[src/rtl/alu_seq_pkg.sv]
`default_nettype none
// ============================================================================
// Module      : alu_seq_pkg
// Description : Shared ALU opcodes, flag bit indices and sequencer state codes.
// Revision    : 1.0 - initial release
// ============================================================================
package alu_seq_pkg;

    localparam logic [3:0] c_OP_ADD = 4'h0;
    localparam logic [3:0] c_OP_ADC = 4'h1;
    localparam logic [3:0] c_OP_SUB = 4'h2;
    localparam logic [3:0] c_OP_AND = 4'h3;
    localparam logic [3:0] c_OP_OR  = 4'h4;
    localparam logic [3:0] c_OP_XOR = 4'h5;
    localparam logic [3:0] c_OP_SHL = 4'h6;
    localparam logic [3:0] c_OP_SHR = 4'h7;
    localparam logic [3:0] c_OP_SAR = 4'h8;

    localparam int c_FLAG_C  = 0;
    localparam int c_FLAG_AC = 1;
    localparam int c_FLAG_Z  = 2;
    localparam int c_FLAG_S  = 3;
    localparam int c_FLAG_P  = 4;
    localparam int c_FLAG_OV = 5;

    localparam logic [1:0] c_S_IDLE = 2'd0;
    localparam logic [1:0] c_S_EXEC = 2'd1;
    localparam logic [1:0] c_S_RESP = 2'd2;

endpackage : alu_seq_pkg
`default_nettype wire

[src/rtl/alu_seq_if.sv]
`default_nettype none
// ============================================================================
// Module      : alu_seq_if
// Description : Requester, response and flags-write bundle of the ALU sequencer.
// Revision    : 1.0 - initial release
// ============================================================================
interface alu_seq_if;

    logic [1:0]  req_valid;
    logic [1:0]  req_ready;
    logic [7:0]  req_op;
    logic [15:0] req_a;
    logic [15:0] req_b;
    logic [1:0]  req_wr_flags;
    logic        rsp_valid;
    logic        rsp_ready;
    logic        rsp_id;
    logic [7:0]  rsp_c;
    logic [7:0]  rsp_flags;
    logic [7:0]  flags_q;
    logic        flags_load;
    logic [7:0]  flags_wdata;

    modport master (
        output req_valid, req_op, req_a, req_b, req_wr_flags,
        output rsp_ready, flags_load, flags_wdata,
        input  req_ready, rsp_valid, rsp_id, rsp_c, rsp_flags, flags_q
    );

    modport slave (
        input  req_valid, req_op, req_a, req_b, req_wr_flags,
        input  rsp_ready, flags_load, flags_wdata,
        output req_ready, rsp_valid, rsp_id, rsp_c, rsp_flags, flags_q
    );

endinterface : alu_seq_if
`default_nettype wire

[src/rtl/alu_seq_rr_arb2.sv]
`default_nettype none
// ============================================================================
// Module      : alu_seq_rr_arb2
// Description : Two-way round-robin grant with its rotating priority pointer.
// Revision    : 1.0 - initial release
// ============================================================================
module alu_seq_rr_arb2 (
    input  wire logic       clk,
    input  wire logic       rst,
    input  wire logic [1:0] i_req,
    input  wire logic       i_en,
    output logic [1:0]      o_gnt,
    output logic            o_gnt_id
);

    logic r_ptr;
    logic w_id;

    // The pointer only breaks ties; a lone requester always wins.
    assign w_id     = (&i_req) ? r_ptr : i_req[1];
    assign o_gnt_id = w_id;
    assign o_gnt    = (i_en && (|i_req)) ? (w_id ? 2'b10 : 2'b01) : 2'b00;

    always_ff @(posedge clk) begin
        if (rst) begin
            r_ptr <= 1'b0;
        end else if (|o_gnt) begin
            r_ptr <= ~w_id;
        end
    end

endmodule : alu_seq_rr_arb2
`default_nettype wire

[src/rtl/alu_seq.sv]
`default_nettype none
// ============================================================================
// Module      : alu_seq
// Description : Round-robin sequencer sharing one ALU between two requesters,
//               owning the architectural flags register.
// Revision    : 1.0 - initial release
// ============================================================================
module alu_seq
    import alu_seq_pkg::*;
(
    input  wire logic       clk,
    input  wire logic       rst,
    alu_seq_if.slave        bus,
    output logic [7:0]      alu_a,
    output logic [7:0]      alu_b,
    output logic [3:0]      alu_op,
    output logic [7:0]      alu_cpu_flags,
    input  wire logic [7:0] alu_c,
    input  wire logic [7:0] alu_flags
);

    logic [1:0] r_state;
    logic [3:0] r_op;
    logic [7:0] r_a;
    logic [7:0] r_b;
    logic       r_wr_flags;
    logic       r_id;
    logic       r_rsp_valid;
    logic       r_rsp_id;
    logic [7:0] r_rsp_c;
    logic [7:0] r_rsp_flags;
    logic [7:0] r_flags;

    logic [1:0] w_gnt;
    logic       w_gnt_id;
    logic [3:0] w_sel_op;
    logic [7:0] w_sel_a;
    logic [7:0] w_sel_b;
    logic       w_sel_wf;

    alu_seq_rr_arb2 u_arb (
        .clk      (clk),
        .rst      (rst),
        .i_req    (bus.req_valid),
        .i_en     (r_state == c_S_IDLE),
        .o_gnt    (w_gnt),
        .o_gnt_id (w_gnt_id)
    );

    assign w_sel_op = w_gnt_id ? bus.req_op[7:4]  : bus.req_op[3:0];
    assign w_sel_a  = w_gnt_id ? bus.req_a[15:8]  : bus.req_a[7:0];
    assign w_sel_b  = w_gnt_id ? bus.req_b[15:8]  : bus.req_b[7:0];
    assign w_sel_wf = w_gnt_id ? bus.req_wr_flags[1] : bus.req_wr_flags[0];

    always_ff @(posedge clk) begin
        if (rst) begin
            r_state     <= c_S_IDLE;
            r_op        <= 4'd0;
            r_a         <= 8'd0;
            r_b         <= 8'd0;
            r_wr_flags  <= 1'b0;
            r_id        <= 1'b0;
            r_rsp_valid <= 1'b0;
            r_rsp_id    <= 1'b0;
            r_rsp_c     <= 8'd0;
            r_rsp_flags <= 8'd0;
            r_flags     <= 8'd0;
        end else begin
            case (r_state)
                c_S_IDLE: begin
                    if (|w_gnt) begin
                        r_op       <= w_sel_op;
                        r_a        <= w_sel_a;
                        r_b        <= w_sel_b;
                        r_wr_flags <= w_sel_wf;
                        r_id       <= w_gnt_id;
                        r_state    <= c_S_EXEC;
                    end
                end
                c_S_EXEC: begin
                    r_rsp_c     <= alu_c;
                    r_rsp_flags <= alu_flags;
                    r_rsp_id    <= r_id;
                    r_rsp_valid <= 1'b1;
                    if (r_wr_flags) begin
                        r_flags <= alu_flags;
                    end
                    r_state     <= c_S_RESP;
                end
                c_S_RESP: begin
                    if (bus.rsp_ready) begin
                        r_rsp_valid <= 1'b0;
                        r_state     <= c_S_IDLE;
                    end
                end
                default: r_state <= c_S_IDLE;
            endcase
            // Placed after the FSM so an external write overrides a commit.
            if (bus.flags_load) begin
                r_flags <= bus.flags_wdata;
            end
        end
    end

    assign bus.req_ready = w_gnt;
    assign bus.rsp_valid = r_rsp_valid;
    assign bus.rsp_id    = r_rsp_id;
    assign bus.rsp_c     = r_rsp_c;
    assign bus.rsp_flags = r_rsp_flags;
    assign bus.flags_q   = r_flags;

    assign alu_a         = r_a;
    assign alu_b         = r_b;
    assign alu_op        = r_op;
    assign alu_cpu_flags = r_flags;

endmodule : alu_seq
`default_nettype wire
[src/flat_wrapper.sv]
// flat-port wrapper written by rule: the top's interface ports become plain ports
module alu_seq_flat import alu_seq_pkg::*;
  (clk, rst, alu_a, alu_b, alu_op, alu_cpu_flags, alu_c, alu_flags, bus_req_valid, bus_req_op, bus_req_a, bus_req_b, bus_req_wr_flags, bus_rsp_ready, bus_flags_load, bus_flags_wdata, bus_req_ready, bus_rsp_valid, bus_rsp_id, bus_rsp_c, bus_rsp_flags, bus_flags_q);
  alu_seq_if bus_i ();
  input  wire logic clk;
  input  wire logic rst;
  output logic [7:0] alu_a;
  output logic [7:0] alu_b;
  output logic [3:0] alu_op;
  output logic [7:0] alu_cpu_flags;
  input  wire logic [7:0] alu_c;
  input  wire logic [7:0] alu_flags;
  input wire logic [$bits(bus_i.req_valid)-1:0] bus_req_valid;
  input wire logic [$bits(bus_i.req_op)-1:0] bus_req_op;
  input wire logic [$bits(bus_i.req_a)-1:0] bus_req_a;
  input wire logic [$bits(bus_i.req_b)-1:0] bus_req_b;
  input wire logic [$bits(bus_i.req_wr_flags)-1:0] bus_req_wr_flags;
  input wire logic [$bits(bus_i.rsp_ready)-1:0] bus_rsp_ready;
  input wire logic [$bits(bus_i.flags_load)-1:0] bus_flags_load;
  input wire logic [$bits(bus_i.flags_wdata)-1:0] bus_flags_wdata;
  output wire logic [$bits(bus_i.req_ready)-1:0] bus_req_ready;
  output wire logic [$bits(bus_i.rsp_valid)-1:0] bus_rsp_valid;
  output wire logic [$bits(bus_i.rsp_id)-1:0] bus_rsp_id;
  output wire logic [$bits(bus_i.rsp_c)-1:0] bus_rsp_c;
  output wire logic [$bits(bus_i.rsp_flags)-1:0] bus_rsp_flags;
  output wire logic [$bits(bus_i.flags_q)-1:0] bus_flags_q;
  assign bus_i.req_valid = bus_req_valid;
  assign bus_i.req_op = bus_req_op;
  assign bus_i.req_a = bus_req_a;
  assign bus_i.req_b = bus_req_b;
  assign bus_i.req_wr_flags = bus_req_wr_flags;
  assign bus_i.rsp_ready = bus_rsp_ready;
  assign bus_i.flags_load = bus_flags_load;
  assign bus_i.flags_wdata = bus_flags_wdata;
  assign bus_req_ready = bus_i.req_ready;
  assign bus_rsp_valid = bus_i.rsp_valid;
  assign bus_rsp_id = bus_i.rsp_id;
  assign bus_rsp_c = bus_i.rsp_c;
  assign bus_rsp_flags = bus_i.rsp_flags;
  assign bus_flags_q = bus_i.flags_q;
  alu_seq u_core (.clk(clk), .rst(rst), .bus(bus_i), .alu_a(alu_a), .alu_b(alu_b), .alu_op(alu_op), .alu_cpu_flags(alu_cpu_flags), .alu_c(alu_c), .alu_flags(alu_flags));
endmodule
[config.mk]
export PLATFORM = sky130hd
export DESIGN_NAME = alu_seq_flat
export DESIGN_NICKNAME = d
export VERILOG_FILES = /design/src/rtl/alu_seq_pkg.sv /design/src/rtl/alu_seq_if.sv /design/src/rtl/alu_seq_rr_arb2.sv /design/src/rtl/alu_seq.sv /design/src/flat_wrapper.sv
export SDC_FILE = /design/constraint.sdc
export NUM_CORES = 1
export LEC_CHECK = 0
export CAP_MARGIN = 20
export CORE_ASPECT_RATIO = 1.75
export CORE_MARGIN = 4
export CORE_UTILIZATION = 38
export DETAILED_ROUTE_END_ITERATION = 7
export PLACE_DENSITY_LB_ADDON = 0.05
export SETUP_SLACK_MARGIN = 0.1
export SYNTH_ARGS = -nofsm -noshare
export SYNTH_HDL_FRONTEND = slang
export SYNTH_SLANG_ARGS = --single-unit
[constraint.sdc]
create_clock -name clk -period 2 [get_ports clk]
set_clock_uncertainty 0.1 [all_clocks]
set_input_delay 0.6 -clock clk [delete_from_list [all_inputs] [get_ports clk]]
set_output_delay 0.6 -clock clk [all_outputs]
set_load 0.01 [all_outputs]
# == After elaboration in Yosys (flattened, before gate mapping) ==
# Index checks and enable logic that the tools add are counted.
# Widths: inputs -> output; s select.
# classes
n_eq_ne,4
n_mux,15
bitwise_logic,1
reduce_logical,12
# ops
op,n
$mux 8,5
$reduce_and 2->1,5
$mux 2,4
$pmux 2 s3,1
$reduce_bool 2->1,3
$mux 4,1
$reduce_or 2->1,2
$mux 1,3
$eq 2x1->1 const B,1
$eq 2x2->1 const B,1
$logic_not 2->1,1
$ne 2x1->1 const B,1
$ne 2x2->1 const B,1
$pmux 1 s2,1
$logic_and 1x1->1,1
$not 1->1,1
# totals
ff_bits,51
in_bits,72
out_inout_bits,56

# == Logic depth before layout (Yosys ltp) ==
# Gate-level depths: netlist of run 1.
# depth
depth_word,7
mapped_depth,6

# == By module ==
# A second synthesis of run 1 with hierarchy kept.
# hier_totals
cells_unflattened,253
hier_area_um2,2323.5
# modules_own_cells
module,n_inst,cells_each,area_per_inst_um2
alu_seq,1,245,2260.9
alu_seq_rr_arb2,1,8,62.6

# == Worst setup path after synthesis of run 1 ==
# Ideal clock, no wire load.
# synth_timing
path_kind,input to output
startpoint,in bus_req_valid[1]
endpoint,out bus_req_ready[0]
t_arrival_ps,1244
required_time_ps,1300
setup_slack_ps,56
cell_stages,4
path_buffers,1
cell_sequence,a211oi_2 buf_4 nand2_1 inv_1
# synth_via
elab_chain_len,4
word_cells_on_any_way,6
classes_between,3 x mux; 3 x reduce/logical
# synth_lines
item,line_no,rtl
from (decl),flat_wrapper.sv:13,input wire logic [$bits(bus_i.req_valid)-1:0] bus_req_valid;
$reduce_and 2->1,alu_seq_rr_arb2.sv:20,assign w_id = (&i_req) ? r_ptr : i_req[1];
$mux 1,alu_seq_rr_arb2.sv:20,
$mux 2,alu_seq_rr_arb2.sv:22,assign o_gnt = (i_en && (|i_req)) ? (w_id ? 2'b10 : 2'b01) : 2'b00;
$mux 2 (*),alu_seq_rr_arb2.sv:22,
to (decl),flat_wrapper.sv:21,output wire logic [$bits(bus_i.req_ready)-1:0] bus_req_ready;
# Every way passes the cells marked *; elsewhere a longest branch is shown, timed or not.

# == Final worst setup path of run 1 ==
# Ends and elaborated chain as after synthesis.

==> results of run 1 <==
flip-flops by register name (all words and copies together) (netlist names):
name and flops:
u_core.alu_cpu_flags 8, u_core.alu_a 8, u_core.bus.rsp_id 1, u_core.u_arb.r_ptr 1
u_core.bus.rsp_flags 8, u_core.alu_op 4, u_core.alu_b 8, u_core.r_wr_flags 1
u_core.bus.rsp_c 8, u_core.r_id 1, u_core.r_state 2, u_core.bus.rsp_valid 1
layout make-up:
class | count | area, sq um
Clock buffer | 5 | 68.82
Clock inverter | 3 | 43.79
Fill cell | 545 | 1939
Inverter | 4 | 15.01
Multi-Input combinational cell | 180 | 993.5
Sequential cell | 51 | 1022
Tap cell | 76 | 95.09
Timing Repair Buffer | 146 | 1408
cell usage in the layout, fill, tap and decap left out, types with 2 or more instances in the layout:
cell             Yosys  routed
nand2b_1             2       2
nor2_1              12      11
a31oi_1             21      21
a211oi_1             9       9
dlymetal6s2s_1       0      17
inv_1                4       3
mux2i_1              8       8
clkdlybuf4s50_1      0      68
nand4_1             21      21
o21ai_0             20      20
clkbuf_8             0       5
dlygate4sd2_1        0      37
dfxtp_1             51      50
buf_4               11      19
nand3_1             22      21
a21oi_1             20      20
nand2_1             35      35
o21ai_1              4       4
buf_6                0       2
timing repair:
item                       in CTS  in global routing
gates resized for setup        56                 24
setup endpoints to repair      64                 37
pin swaps                       3                  2
setup buffers                   3                  2
layer usage:
layer	track usage	wire, um	vias up
met2	0.3756	4083	81
met3	0.04574	384	7
met4	0.05638	94	0
met1	0.2235	2667	1126
li1	-	-	1192
met5	0	0	-
logic make-up after synthesis:
group,after synthesis
AO/OA/AOI/OAI,75
buffers and inverters,39
flip-flops,51
multiplexers,8
AND/OR/NAND/NOR,97
power by group through the flow:
| stage | clock network, mW | registers [mW] | logic [mW] |
|---|---|---|---|
| detailed placement | 0 | 1.17 | 0.683 |
| finish | 0.730 | 1.14 | 0.657 |
| floorplan | 0 | 1.20 | 0.278 |
| global placement | 0 | 1.17 | 0.679 |
| global route | 0.780 | 1.16 | 0.712 |
| CTS | 0.738 | 1.15 | 0.659 |
worst min-delay path, stage by stage (launching register included):
cell and delay [ps]:
dfxtp_1 320, nand2_1 50, a21oi_1 50
worst paths after layout:
| kind | to |
|---|---|
| max reg2reg | u_core.alu_cpu_flags[4]$_SDFFE_PP0P_ |
| max | bus_req_ready[0] |
| min reg2reg | u_core.bus.rsp_c[5]$_SDFFE_PP0P_ |
| min | u_core.bus.rsp_c[5]$_SDFFE_PP0P_ |
through the flow:
| stage | TNS [ps] | hold slack, ps |
|---|---|---|
| 2_1_floorplan | 0 | 328.4 |
| 4_1_cts | 0 | 359.2 |
| 3_5_place_dp | -12540 | 344.7 |
| 6_report | 0 | 355.9 |
| 5_1_grt | 0 | 382.3 |
| 3_3_place_gp | -12080 | 340.9 |
==> summary.txt, run 1 <==
Max-Cap Viols: 0
leak pwr: 1.776 nW
ys async rst share: 0
final net count: 460
yosys warns: 0
Final period util: 0.9582
Core Footprint: 5585 sq um
setup slack after layout: 83.56 ps
fin crit period: 1916 ps
top post-synthesis cells by area: dfxtp_1 (47%), a31oi_1 (6.0%), nand2_1 (6.0%)
combinational family with the most area after synthesis: simple AND/OR/NAND/NOR gates
overall routed net length: 7.230 mm
Post-synth top cells: dfxtp_1 (51), nand2_1 (35), nand3_1 (22)
Syn Area/Cell: 8.124 sq um
Worst Setup SP: bus_req_valid[1]
Max-Slew Margin vs Limit: 0.6463
Via density: 5.174
status: completed
placed instance area: 3483 sq um
Final Util: 0.6528
Seq pwr share: 0.452
Synth Area in Compound Gates: 0.1968
drt first pass iters: 4
WS Path Type: input port to output port
Root Driver: clkbuf_8
r2r setup slk: 340 ps
Synth cell types: 23
reg2reg path depth: 4
Synth top area share: 0.4655
vias in the first global route: 2358
Mapped Area: 2193 sq um
Pwr Density: 694.3 nW/um^2
starting density of the core: 0.3927
Synthesized Nets: 342
Max rail drop VDD: 0.4884 mV
Critical Path RT: 1300 ps
Placed Cells: 452
DR DRC count: 0
Die Width: 65.43 um
Pins Over Slew Limit: 0
Post-synth EDFFs: 0
Post-Synthesis Cells: 270
total gr overflow: 0
Setup Viol. Count Final: 0
share of layout cells above drive strength 1: 0.1003
multiplexer area fraction after synthesis: 0.03651
global-route wire length before repair: 11.29 mm
overall power: 2.532 mW
Critical Path Fanout Max: 3
Seq/Total Area, Yosys: 0.4655
CTS Buffer Depth: 2
latest clock arrival within the worst-skew pair: 300 ps
pin count of the biggest net entering global routing: 25
TritonCTS Buffers: 5
Sw Ratio: 0.2833
Final Instance Area: 3646 sq um
DRT antenna net count: 0
Worst Hold Class: flop to flop
hold depth: 2
beginning of the worst hold path: u_core.bus.rsp_c[5]$_SDFFE_PP0P_
CTS tree: done
Antenna diodes: 0
actual slew at the worst max-slew pin: 529.0 ps
critical-path cell list: buf_8, a211oi_4, nand2_1, inv_1, buf_6
Max Clk Rate: 521.8 MHz
Crit path max-delay family: buffers and inverters
Post-Synth Simple-Gate Area: 0.2105
die height: 108.5 um
Comb power frac: 0.259
drt wl/cell: 15.55 um
Placement Setup Slack: -783.4 ps
GRT Total Usage: 0.2017
ys flop type: dfxtp_1
row count: 36
Internal: 1.814 mW
# hold bufs at CTS: 0
H-Tree Depth: 2
I/O pin cnt: 128
CTS sink cnt: 51
cell count along the critical path: 5
buffer and inverter count on the worst path: 3
critical path data arrival time: 1220 ps
Reg2Reg Launch Point: u_core.r_state[0]$_SDFFE_PP0P_
synthesized flop and latch total: 51
Synth Area in XOR/XNOR: 0
Synth area leader: dfxtp_1
cell at the slowest stage of the critical path: a211oi_4
largest stage delay on the critical path: 230 ps
post-synthesis adder-cell area fraction: 0
P_sw: 717.1 uW
area added between synthesis and finish: 66.23%
clk slew on worst S/H paths: 100 ps
DPL Wire Length: 5.194 mm
drt initial violations: 143
via count: 2406
Setup crit end kind: output port
GP Congestion: 0.7771
initial antenna violation count: 0
die area: 7099 sq um
final cell count without fillers: 465
most frequent cell after synthesis: dfxtp_1
Fin. Hold Viols: 0
RSZ-0062 raised after global routing: true
Setup crit start kind: input port
# port buffers: 127
Clock power frac: 0.289
No activity file was read; power rests on OpenSTA's default activity.
==> inputs of run 2 (changes only) <==
clock period = 2.06 ns   (was 2 ns; I/O delays follow)
==> summary.txt, run 2 (synthesis gave the netlist of run 1 again) <==
cell at the slowest stage of the critical path: a211oi_4
vias in the first global route: 2357
via count: 2371
overall power: 2.346 mW
Setup crit end kind: output port
area added between synthesis and finish: 66.63%
clk slew on worst S/H paths: 90 ps
overall routed net length: 6.902 mm
r2r setup slk: 290 ps
critical-path cell list: buf_8, a211oi_4, nand2_1, inv_1, buf_6
pin count of the biggest net entering global routing: 52
Max-Slew Margin vs Limit: 0.6277
most frequent cells in the layout: clkdlybuf4s50_1 (102), dfxtp_1 (51), nand2_1 (35)
hold depth: 2
status: completed
critical path data arrival time: 1230 ps
global-route wire length before repair: 10.98 mm
drt wl/cell: 14.94 um
initial antenna violation count: 0
CTS tree: done
drt initial violations: 101
Hold EP: u_core.bus.rsp_flags[1]$_SDFFE_PP0P_
Crit path max-delay family: buffers and inverters
H-Tree Depth: 2
reg2reg path depth: 9
fin crit period: 1952 ps
Pins Over Slew Limit: 0
Core Footprint: 5585 sq um
DRT antenna net count: 0
GP Congestion: 0.7039
final cell count without fillers: 462
Die Width: 65.43 um
Critical Path Fanout Max: 2
latest clock arrival within the worst-skew pair: 300 ps
Final Util: 0.6543
share of layout cells above drive strength 1: 0.08549
WS Path Type: input port to output port
I/O pin cnt: 128
row count: 36
most common cell after layout, fill and taps aside: clkdlybuf4s50_1
Fin. Hold Viols: 0
GRT Total Usage: 0.1934
beginning of the worst hold path: u_core.bus.rsp_flags[1]$_SDFFE_PP0P_
DPL Wire Length: 4.776 mm
die height: 108.5 um
actual slew at the worst max-slew pin: 556.7 ps
# port buffers: 127
Reg2Reg Launch Point: u_core.u_arb.r_ptr$_SDFFE_PP0P_
Max Clk Rate: 512.2 MHz
Worst Hold Class: flop to flop
CTS Buffer Depth: 2
total gr overflow: 0
RSZ-0062 raised after global routing: true
FILL cells: 548
Root Driver: clkbuf_8
die area: 7099 sq um
TritonCTS Buffers: 5
setup TNS: 0 ps
largest stage delay on the critical path: 240 ps
DR DRC count: 0
Via density: 5.132
WHS: 358.3 ps
Setup crit start kind: input port
Max rail drop VDD: 0.4551 mV
drt first pass iters: 4
Critical Path RT: 1340 ps
Placed Cells: 449
worst r2r dst: u_core.alu_b[1]$_SDFFE_PP0P_
Final period util: 0.9478
Max-Cap Viols: 0
# hold bufs at CTS: 0
final net count: 457
starting density of the core: 0.3927
Antenna diodes: 0
Pwr Density: 641.9 nW/um^2
CTS sink cnt: 51
leak pwr: 1.632 nW
buffer and inverter count on the worst path: 3
Setup Viol. Count Final: 0
## run 2: power by group
group | switching [mW] | internal (mW)
clock | 0.330 | 0.238
sequential | 0.0449 | 1.07
combinational | 0.303 | 0.364
## run 2: worst reg2reg max path, delay by kind of cell (launching register included)
family / cells / cell delay (ps)
AOI/OAI and AO/OA: 1 / 80
DFF: 1 / 360
buffers and inverters: 6 / 820
and+or+nand+nor: 2 / 310
## run 2: final cells by class
cell class                 instances  area, sq um  share of cell area
tap                               76        95.09             0.02602
clock inverter                     2        12.51            0.003423
timing repair buffer             143         1445              0.3954
inverter                           4        15.01            0.004108
clock buffer                       6        72.57             0.01986
sequential                        51         1021              0.2794
multi-input combinational        180        993.5              0.2718
## run 2: worst max path at each step
stage	start	slack [ps]	end	cells past startpoint
after floorplan	bus_req_valid[1]	110	bus_req_ready[0]	4
after global placement	bus_req_valid[1]	-730	bus_req_ready[0]	5
after detailed placement	bus_req_valid[1]	-730	bus_req_ready[0]	5
after CTS	bus_req_valid[1]	110	bus_req_ready[0]	5
after global routing	bus_req_valid[1]	70	bus_req_ready[0]	5
final	bus_req_valid[1]	110	bus_req_ready[0]	5
## run 2: repair_timing
item	4_1_cts	5_1_grt
endpoints found under the setup margin	26	44
setup buffers	6	0
pin swaps	3	2
gates resized for setup	17	26
## run 2: routing by layer
layer	track usage	up-vias	share of wire	routed length, um
li1	-	1184	-	-
met5	0	-	0	0
met1	0.2128	1085	0.39	2712
met3	0.06029	9	0.080	554
met2	0.3459	93	0.51	3537
met4	0.06380	0	0.014	98
## run 2: through the flow
stage                     cell area [sq um]  worst slack, ps
final                                  3655            107.6
after global routing                   3655            65.99
after CTS                              3605            105.7
after detailed placement               3473           -734.1
after global placement                 3473           -727.4
after floorplan                        2201            111.2
==> inputs of run 3 (changes only) <==
CORE_MARGIN = 3   (was 4)
CTS_CLUSTER_DIAMETER = 50   (was not set)
REMOVE_ABC_BUFFERS = 1   (was not set)
==> summary.txt, run 3 (synthesis gave the netlist of run 1 again) <==
actual slew at the worst max-slew pin: 651.5 ps
H-Tree Depth: 2
DPL Wire Length: 4.967 mm
Reg2Reg Launch Point: u_core.u_arb.r_ptr$_SDFFE_PP0P_
DR DRC count: 0
# hold bufs at CTS: 0
leak pwr: 1.732 nW
Antenna diodes: 0
Placement Setup Slack: -744.5 ps
Final Util: 0.6723
overall routed net length: 7.307 mm
Max-Slew Margin vs Limit: 0.5656
FF/Latch Area: 1026 sq um
most common cell after layout, fill and taps aside: clkdlybuf4s50_1
WS Path Type: input port to output port
starting density of the core: 0.3927
Root Driver: clkbuf_8
WHS: 341.3 ps
die height: 106.5 um
Die Width: 63.43 um
Worst Setup SP: bus_req_valid[1]
setup TNS: 0 ps
# port buffers: 127
drt first pass iters: 4
die area: 6756 sq um
Max rail drop VDD: 0.4117 mV
via count: 2497
TritonCTS Buffers: 5
Critical Path Fanout Max: 2
global-route wire length before repair: 11.47 mm
Pins Over Slew Limit: 0
fin crit period: 1965 ps
Critical Path RT: 1340 ps
Core Footprint: 5585 sq um
overall power: 2.516 mW
area of the multi-input gates: 993.5 sq um
CTS Buffer Depth: 2
initial antenna violation count: 0
reg2reg path depth: 10
Setup crit start kind: input port
Final period util: 0.9541
GP Congestion: 0.8212
drt wl/cell: 15.51 um
Max Clk Rate: 508.8 MHz
Placed Cells: 455
drt initial violations: 136
Fin. Hold Viols: 0
worst r2r dst: u_core.alu_b[0]$_SDFFE_PP0P_
r2r setup slk: 220 ps
Max-Cap Viols: 0
Pwr Density: 670.0 nW/um^2
CTS tree: done
CP endpoint: bus_req_ready[0]
Setup crit end kind: output port
row count: 36
CTS sink cnt: 51
share of layout cells above drive strength 1: 0.1215
total gr overflow: 0
Via density: 5.301
Final Instance Area: 3755 sq um
setup slack after layout: 94.64 ps
area added between synthesis and finish: 71.19%
critical path data arrival time: 1250 ps
final cell count without fillers: 471
most frequent cells in the layout: clkdlybuf4s50_1 (99), dfxtp_1 (47), nand2_1 (35)
FILL cells: 518
vias in the first global route: 2366
status: completed
Worst Hold Class: flop to flop
placed instance area: 3511 sq um
clk slew on worst S/H paths: 100 ps
final net count: 466
DRT antenna net count: 0
pin count of the biggest net entering global routing: 52
RSZ-0062 raised after global routing: true
Setup Viol. Count Final: 0
latest clock arrival within the worst-skew pair: 300 ps
I/O pin cnt: 128
GRT Total Usage: 0.2092
[run 3: changes by cell type in the layout (fill, tap and decap cells not counted), sizes merged]
| cell | previous run | this run |
|---|---|---|
| clkinv | 1 | 2 |
| dlymetal6s2s | 20 | 22 |
| clkinvlp | 1 | 0 |
| bufinv | 0 | 1 |
| clkdlybuf4s15 | 0 | 1 |
| clkdlybuf4s50 | 102 | 99 |
| buf | 20 | 29 |
| clkbuf | 7 | 5 |
| dlygate4sd2 | 0 | 1 |
[run 3: layout make-up]
| class | instances | area share |
|---|---|---|
| multi-input cells | 180 | 0.2646 |
| clock buffers | 5 | 0.01833 |
| well taps | 76 | 0.02532 |
| clock inverters | 3 | 0.01166 |
| flip-flops and latches | 51 | 0.2732 |
| repair buffers | 152 | 0.4029 |
| inverters | 4 | 0.003999 |
[run 3: worst min-delay path by stage]
stage	start	to	cells past startpoint
finish	u_core.r_id$_SDFFE_PP0P_	u_core.bus.rsp_id$_SDFFE_PP0P_	2
global route	u_core.bus.rsp_c[2]$_SDFFE_PP0P_	u_core.bus.rsp_c[2]$_SDFFE_PP0P_	2
CTS	u_core.r_id$_SDFFE_PP0P_	u_core.bus.rsp_id$_SDFFE_PP0P_	2
detailed placement	u_core.r_id$_SDFFE_PP0P_	u_core.bus.rsp_id$_SDFFE_PP0P_	2
global placement	u_core.bus.rsp_c[7]$_SDFFE_PP0P_	u_core.bus.rsp_c[7]$_SDFFE_PP0P_	2
floorplan	u_core.r_id$_SDFFE_PP0P_	u_core.bus.rsp_id$_SDFFE_PP0P_	2
[run 3: repair_timing]
item                                    CTS  global route
gates resized for setup                  20            29
setup buffers                             7             1
pin swaps                                 2             2
endpoints found under the setup margin    3            34
gates cloned                              0             0
[run 3: metal layers]
metal	vias up	part of all wire	GRT usage
met5	-	0	0
met4	0	0.026	0.08810
met3	18	0.070	0.04968
met2	131	0.51	0.3605
met1	1144	0.40	0.2434
li1	1204	-	-
[run 3: power breakdown]
group / switching [mW] / total (mW) / internal, mW
Clock: 0.349 / 0.711 / 0.362
Sequential: 0.0457 / 1.11 / 1.07
Combinational: 0.314 / 0.691 / 0.377
Total: 0.709 / 2.52 / 1.81
[run 3: worst max-delay path: stages]
cell,delay (ps)
buf_6,100
a211oi_2,210
nand2_1,130
inv_1,60
buf_2,120
